==> config.mk <==
export PLATFORM = sky130hd
export DESIGN_NAME = fp_mult_issue
export DESIGN_NICKNAME = d
export VERILOG_FILES = /design/src/rtl/fp_pkg.sv /design/src/rtl/fp_sync_fifo.sv /design/src/rtl/fp_mult_issue.sv
export SDC_FILE = /design/constraint.sdc
export NUM_CORES = 1
export LEC_CHECK = 0
export ABC_AREA = 1
export CAP_MARGIN = 20
export CORE_UTILIZATION = 40
export DETAILED_ROUTE_END_ITERATION = 8
export GPL_TIMING_DRIVEN = 0
export PLACE_DENSITY = 0.57
export SLEW_MARGIN = 20
export SYNTH_ARGS = -nofsm -noshare
export SYNTH_HDL_FRONTEND = slang
export SYNTH_HIERARCHICAL = 1
export SYNTH_SLANG_ARGS = --single-unit
==> constraint.sdc <==
create_clock -name clock -period 4.9 [get_ports clock]
set_clock_uncertainty 0.1 [all_clocks]
set_input_delay 0.98 -clock clock [delete_from_list [all_inputs] [get_ports clock]]
set_output_delay 0.98 -clock clock [all_outputs]
set_load 0.05 [all_outputs]
==> src/rtl/fp_pkg.sv <==
// Shared fp32 types, constants and classification helpers for the
// fp_mult issue stage and its benches.
package fp_pkg;

  typedef struct packed {
    logic        sign;
    logic [7:0]  exp;
    logic [22:0] man;
  } fp32_t;

  localparam logic [7:0]  FP_EXP_MAX = 8'hFF;
  localparam int unsigned FP_BIAS    = 127;
  localparam logic [31:0] FP_QNAN    = 32'h7FC0_0000;

  function automatic logic is_nan(input fp32_t x);
    return (x.exp == FP_EXP_MAX) && (x.man != '0);
  endfunction

  function automatic logic is_inf(input fp32_t x);
    return (x.exp == FP_EXP_MAX) && (x.man == '0);
  endfunction

  function automatic logic is_zero(input fp32_t x);
    return (x.exp == '0) && (x.man == '0);
  endfunction

endpackage

==> src/rtl/fp_sync_fifo.sv <==
// Synchronous FIFO with registered storage. Pointers carry one extra MSB
// so full and empty are distinguished without a separate flag.
module fp_sync_fifo #(
  parameter int unsigned W     = 32,
  parameter int unsigned DEPTH = 4
) (
  input  logic                     clk,
  input  logic                     rst_n,
  input  logic                     push,
  input  logic [W-1:0]             wdata,
  input  logic                     pop,
  output logic [W-1:0]             rdata,
  output logic                     full,
  output logic                     empty,
  output logic [$clog2(DEPTH):0]   count
);

  localparam int unsigned AW = $clog2(DEPTH);
  localparam logic [AW:0] PTR_ONE = {{AW{1'b0}}, 1'b1};

  logic [AW:0]  wr_ptr_q, wr_ptr_d;
  logic [AW:0]  rd_ptr_q, rd_ptr_d;
  logic [W-1:0] mem_q [DEPTH];

  // Pointer advance on push/pop.
  always_comb begin
    wr_ptr_d = wr_ptr_q;
    rd_ptr_d = rd_ptr_q;
    if (push) wr_ptr_d = wr_ptr_q + PTR_ONE;
    if (pop)  rd_ptr_d = rd_ptr_q + PTR_ONE;
  end

  // Pointer registers.
  always_ff @(posedge clk or negedge rst_n) begin
    if (!rst_n) begin
      wr_ptr_q <= '0;
      rd_ptr_q <= '0;
    end else begin
      wr_ptr_q <= wr_ptr_d;
      rd_ptr_q <= rd_ptr_d;
    end
  end

  // Storage write; contents need no reset since reads are qualified by empty.
  always_ff @(posedge clk) begin
    if (push) mem_q[wr_ptr_q[AW-1:0]] <= wdata;
  end

  assign rdata = mem_q[rd_ptr_q[AW-1:0]];
  assign empty = (wr_ptr_q == rd_ptr_q);
  assign full  = (wr_ptr_q[AW] != rd_ptr_q[AW]) &&
                 (wr_ptr_q[AW-1:0] == rd_ptr_q[AW-1:0]);
  assign count = wr_ptr_q - rd_ptr_q;

endmodule

==> src/rtl/fp_mult_issue.sv <==
// Issue stage for the fixed-latency fp_mult: buffers operand pairs, issues
// at most one per clock when the result FIFO has a guaranteed slot, tracks
// in-flight products with a valid/tag shift register and returns results in
// issue order.
module fp_mult_issue
  import fp_pkg::*;
#(
  parameter int unsigned MULT_LAT  = 3,
  parameter int unsigned IN_DEPTH  = 4,
  parameter int unsigned OUT_DEPTH = 4,
  parameter int unsigned TAG_W     = 4
) (
  input  logic             clock,
  input  logic             reset_n,
  input  logic             in_valid,
  output logic             in_ready,
  input  logic [31:0]      in_a,
  input  logic [31:0]      in_b,
  input  logic [TAG_W-1:0] in_tag,
  output logic [31:0]      mult_a,
  output logic [31:0]      mult_b,
  input  logic [31:0]      mult_result,
  output logic             out_valid,
  input  logic             out_ready,
  output logic [31:0]      out_result,
  output logic [TAG_W-1:0] out_tag,
  output logic             busy
);

  localparam int unsigned IN_W   = 64 + TAG_W;
  localparam int unsigned OUT_W  = 32 + TAG_W;
  localparam int unsigned IN_CW  = $clog2(IN_DEPTH) + 1;
  localparam int unsigned OUT_CW = $clog2(OUT_DEPTH) + 1;
  localparam int unsigned FL_W   = $clog2(MULT_LAT + 1);
  localparam logic [FL_W-1:0] FL_ONE = {{(FL_W-1){1'b0}}, 1'b1};

  logic                rdy_q, rdy_d;
  fp32_t               mult_a_q, mult_a_d;
  fp32_t               mult_b_q, mult_b_d;
  logic [MULT_LAT-1:0] vld_sr_q, vld_sr_d;
  logic [TAG_W-1:0]    tag_sr_q [MULT_LAT];
  logic [TAG_W-1:0]    tag_sr_d [MULT_LAT];
  logic [FL_W-1:0]     inflight_q, inflight_d;

  logic              in_push, in_full, in_empty;
  logic [IN_CW-1:0]  in_count;
  logic [IN_W-1:0]   in_rdata;
  logic              cap, out_pop, out_full, out_empty;
  logic [OUT_CW-1:0] out_count;
  logic [OUT_W-1:0]  out_rdata;
  logic              issue;

  // in_ready stays low until the first edge after reset release.
  assign in_ready = rdy_q & ~in_full;
  assign in_push  = in_valid & in_ready;

  fp_sync_fifo #(.W(IN_W), .DEPTH(IN_DEPTH)) u_in_fifo (
    .clk   (clock),
    .rst_n (reset_n),
    .push  (in_push),
    .wdata ({in_a, in_b, in_tag}),
    .pop   (issue),
    .rdata (in_rdata),
    .full  (in_full),
    .empty (in_empty),
    .count (in_count)
  );

  // Credits come from registered counts only, so a same-cycle pop frees its
  // slot one cycle later; every issued product is guaranteed a result slot.
  assign issue = ~in_empty &&
                 ((32'(inflight_q) + 32'(out_count)) < OUT_DEPTH);
  assign cap   = vld_sr_q[MULT_LAT-1];

  fp_sync_fifo #(.W(OUT_W), .DEPTH(OUT_DEPTH)) u_out_fifo (
    .clk   (clock),
    .rst_n (reset_n),
    .push  (cap),
    .wdata ({mult_result, tag_sr_q[MULT_LAT-1]}),
    .pop   (out_pop),
    .rdata (out_rdata),
    .full  (out_full),
    .empty (out_empty),
    .count (out_count)
  );

  // A capture into a full result FIFO would mean the credit check is broken.
  always_comb begin
    if (reset_n) assert (!(cap && out_full));
  end

  assign out_valid  = ~out_empty;
  assign out_pop    = out_valid & out_ready;
  assign out_result = out_empty ? '0 : out_rdata[OUT_W-1:TAG_W];
  assign out_tag    = out_empty ? '0 : out_rdata[TAG_W-1:0];
  assign mult_a     = mult_a_q;
  assign mult_b     = mult_b_q;
  assign busy       = (in_count != '0) || (inflight_q != '0) || ~out_empty;

  // Operand register load, valid/tag shift and in-flight count.
  always_comb begin
    rdy_d       = 1'b1;
    mult_a_d    = mult_a_q;
    mult_b_d    = mult_b_q;
    vld_sr_d    = '0;
    tag_sr_d[0] = in_rdata[TAG_W-1:0];
    inflight_d  = inflight_q;
    if (issue) begin
      mult_a_d = fp32_t'(in_rdata[IN_W-1 -: 32]);
      mult_b_d = fp32_t'(in_rdata[TAG_W+31:TAG_W]);
    end
    vld_sr_d[0] = issue;
    for (int unsigned i = 1; i < MULT_LAT; i++) begin
      vld_sr_d[i] = vld_sr_q[i-1];
      tag_sr_d[i] = tag_sr_q[i-1];
    end
    if (issue && !cap)      inflight_d = inflight_q + FL_ONE;
    else if (!issue && cap) inflight_d = inflight_q - FL_ONE;
  end

  // State registers; reset drops everything queued or in flight.
  always_ff @(posedge clock or negedge reset_n) begin
    if (!reset_n) begin
      rdy_q      <= 1'b0;
      mult_a_q   <= '0;
      mult_b_q   <= '0;
      vld_sr_q   <= '0;
      tag_sr_q   <= '{default: '0};
      inflight_q <= '0;
    end else begin
      rdy_q      <= rdy_d;
      mult_a_q   <= mult_a_d;
      mult_b_q   <= mult_b_d;
      vld_sr_q   <= vld_sr_d;
      tag_sr_q   <= tag_sr_d;
      inflight_q <= inflight_d;
    end
  end

endmodule

==> results.py, run 1 <==
metrics = {
    "status": {
        "run_status": "completed",
    },
    "critical_path": {
        "critical_path.reg2reg.startpoint": "u_in_fifo/rd_ptr_q[1]$_DFFE_PN0P_",
        "critical_path_cell_count": 10,
        "path_class": "reg2out",
        "critical-path-top-cell-by-count": "sky130_fd_sc_hd__buf_2",
        "start_kind": "flip-flop",
        "critical_path.endpoint": "out_tag[0]",
        "crit_slowest_cell": "sky130_fd_sc_hd__clkdlybuf4s50_1",
        "crit_arrival_ns": 3.59,
        "endpoint_kind": "primary output",
        "timing.critical_path.buf_inv": 6,
        "timing.critical_path.fanout_max": 11,
        "worstRegToRegCells": 11,
        "r2r_setup_slack_ns": 1.58,
        "cp_slowest_stage_delay_ns": 0.72,
        "worstPathRequired_ns": 3.82,
        "crit_path_cell_trace": "buf_6 -> inv_4 -> buf_2 -> ha_1 -> nand2_1 -> a21oi_1 -> buf_2 -> buf_2 -> nor2_1 -> clkdlybuf4s50_1",
        "crit-reg2reg-capture": "u_in_fifo/mem_q[1][51]$_DFFE_PP_",
        "cpLargestDelayFamily": "buffers and inverters",
        "setup.worst_path.start": "u_out_fifo/rd_ptr_q[1]$_DFFE_PN0P_",
    },
    "grt": {
        "grt_pass1_vias": 14639,
        "grt_max_degree": 67,
        "antenna_violations_before_repair": 10,
        "first_pass_grt_wire_length_mm": 82.2,
        "groute.usage.overall_pct": 19.3,
        "gr-total-overflow": 0,
    },
    "sta": {
        "grt_setup_unrepaired": "false",
        "timing.final.hold_violations": 0,
        "maxSlewViolCount": 0,
        "timing.fmax_mhz": 214,
        "finalSetupViolations": 0,
        "finalWorstPathRequiredPeriod_ns": 4.67,
        "finalHoldWorstSlack_ns": 0.135,
        "slew-limit-headroom_pct": 50.7,
        "tightest_slew_ns": 0.739,
        "finalWorstSetupSlack_ns": 0.225,
        "timing.setup.tns_ns": 0,
        "final.period_utilization_pct": 95.4,
    },
    "power_and_ir_drop": {
        "switchingPower_uw": 8760,
        "power_switching_share_pct": 43.6,
        "p_clk_share_pct": 21.3,
        "power_density_over_the_cells_nw_per_um2": 741,
        "power.sequential.fraction_pct": 30.2,
        "vdd_drop_max_uv": 492,
        "leakage_uw": 0.0125,
        "power.share.combinational_pct": 48.5,
        "power_report.internal_total_uw": 11300,
    },
    "cells_and_area": {
        "combined_area_of_the_multi_input_logic_cells_um2": 4690,
        "drive_above_1_share_pct": 9.15,
        "sequential_cell_area_um2": 14800,
        "fillers": 4886,
        "area.growth.synth_to_final_pct": 23.1,
        "finish.net_count": 2533,
        "postLayoutCellArea_um2": 27100,
    },
    "cts": {
        "cts-root-to-sink-buffers": 3,
        "hold_buffers": 0,
        "tritoncts": "done",
        "cts_htree_levels": 2,
        "clock_sinks": 510,
        "clock_pin_slew_reported_for_the_worst_setup_and_hold_paths_after_clock_tree_synthesis_ns": 0.06,
        "worstSkewPairLatency_ns": 0.61,
        "post_cts_resized": 0,
        "clk_root_buffer_cell": "sky130_fd_sc_hd__clkbuf_16",
        "cts_post_setup_buffers_inserted": 0,
        "cts_inserted_buffers": 56,
    },
    "placed_design": {
        "place_ws_ns": 0.841,
        "routabilityCongestion": 0.772,
        "numPortBuffers": 206,
        "post-dp-hpwl_mm": 34.6,
        "placedInstanceArea_um2": 25200,
    },
    "worst_hold_path": {
        "holdCritPathClass": "in2async",
    },
    "floorplan": {
        "fp.dieArea_um2": 56000,
        "initial_core_util_pct": 40.7,
        "die-width_um": 237,
        "core_area_um2": 54100,
        "floorplan.io_pins": 207,
        "row_count": 85,
        "floorplan.die.height_um": 237,
    },
    "drt": {
        "vias": 14769,
        "average_routed_wire_per_standard_cell_um": 17.0,
        "drt-pass1-iter-count": 5,
        "ant_nets": 0,
        "post_drt_via_cell_ratio": 4.68,
        "routed_wirelength_mm": 53.5,
        "drtIter0Drc": 838,
        "detail_route.drc_violations": 0,
    },
    "flow_run": {
        "drv_cap": 0,
    },
    "logic_synthesis": {
        "ys.warnings.count": 6,
        "post_synth_inst_count": 2138,
        "avgSynthCellArea_um2": 10.3,
        "synthesis.nets": 2260,
        "post_synth_instance_area_um2": 22000,
    },
}
layout make-up:
class	instances	area share, %
Antenna cell	2	0.0185
Buffer	101	2.43
Clock buffer	72	5.69
Clock inverter	33	1.32
Inverter	488	6.82
Multi-Input combinational cell	1039	17.3
Sequential cell	510	54.8
Tap cell	696	3.21
Timing Repair Buffer	215	8.44
worst min path at each step:
| stage | start | end | cells after the start |
|---|---|---|---|
| finish | reset_n | mult_b[4]$_DFFE_PN0P_ | 1 |
| detailed placement | vld_sr_q[1]$_DFF_PN0_ | vld_sr_q[2]$_DFF_PN0_ | 0 |
| CTS | reset_n | mult_b[4]$_DFFE_PN0P_ | 1 |
| global placement | vld_sr_q[1]$_DFF_PN0_ | vld_sr_q[2]$_DFF_PN0_ | 0 |
| global route | reset_n | mult_b[4]$_DFFE_PN0P_ | 1 |
| floorplan | tag_sr_d[4]$_DFF_PN0_ | tag_sr_d[0]$_DFF_PN0_ | 0 |
registers in the layout (all words and copies together), names as in the netlist:
| register | count |
|---|---|
| tag_sr_q | 4 |
| u_out_fifo/rd_ptr_q | 3 |
| u_in_fifo/rd_ptr_q | 3 |
| u_in_fifo/wr_ptr_q | 3 |
| mult_b | 32 |
| u_out_fifo/mem_q | 144 |
| u_out_fifo/wr_ptr_q | 3 |
| tag_sr_d | 8 |
| u_in_fifo/mem_q | 272 |
| mult_a | 32 |
| rdy_q | 1 |
| vld_sr_q | 3 |
| inflight_q | 2 |
stage by stage:
stage                     utilization (%)  std cells  total power (uW)
final                                50.1       3156             20100
after global placement               46.1       3040             15800
after floorplan                         -       2138             12600
after global routing                 50.1       3156             21300
after CTS                            50.1       3154             20300
after detailed placement             46.6       3049             16000
power by group through the flow:
stage / sequential [uW] / clock (uW) / combinational (uW)
after floorplan: 6990 / 0 / 5650
after global placement: 6190 / 0 / 9640
after detailed placement: 6160 / 0 / 9830
after CTS: 6080 / 4400 / 9870
after global routing: 6160 / 4540 / 10600
final: 6070 / 4280 / 9750
cell usage in the layout (no fill, tap or decap), types with 9 or more instances in the layout:
cell / count
sky130_fd_sc_hd__buf_6: 19
sky130_fd_sc_hd__clkinv_2: 16
sky130_fd_sc_hd__ha_1: 16
sky130_fd_sc_hd__clkdlybuf4s50_1: 205
sky130_fd_sc_hd__inv_1: 476
sky130_fd_sc_hd__edfxtp_1: 416
sky130_fd_sc_hd__nand3_2: 21
sky130_fd_sc_hd__nand2_1: 673
sky130_fd_sc_hd__nand2_2: 9
sky130_fd_sc_hd__nand3_1: 194
sky130_fd_sc_hd__nor2_1: 38
sky130_fd_sc_hd__clkbuf_16: 57
sky130_fd_sc_hd__nand4_1: 66
sky130_fd_sc_hd__buf_2: 54
sky130_fd_sc_hd__dfrtp_1: 94
sky130_fd_sc_hd__clkbuf_1: 25
layer usage:
| layer | vias to the layer above | wire (um) | GRT usage (%) |
|---|---|---|---|
| met5 | - | 107 | 0 |
| met4 | 16 | 1720 | 8.42 |
| met3 | 120 | 3080 | 3.99 |
| met1 | 7009 | 21800 | 23.1 |
| met2 | 366 | 26900 | 33.6 |
| li1 | 7258 | - | - |
Note: power is estimated with default switching activity, not from simulation.
==> inputs of run 2 (changes only) <==
- SKIP_LAST_GASP: not set -> 1
==> results of run 2 <==
Final layout, timing and power as in run 1 (identical DEF).
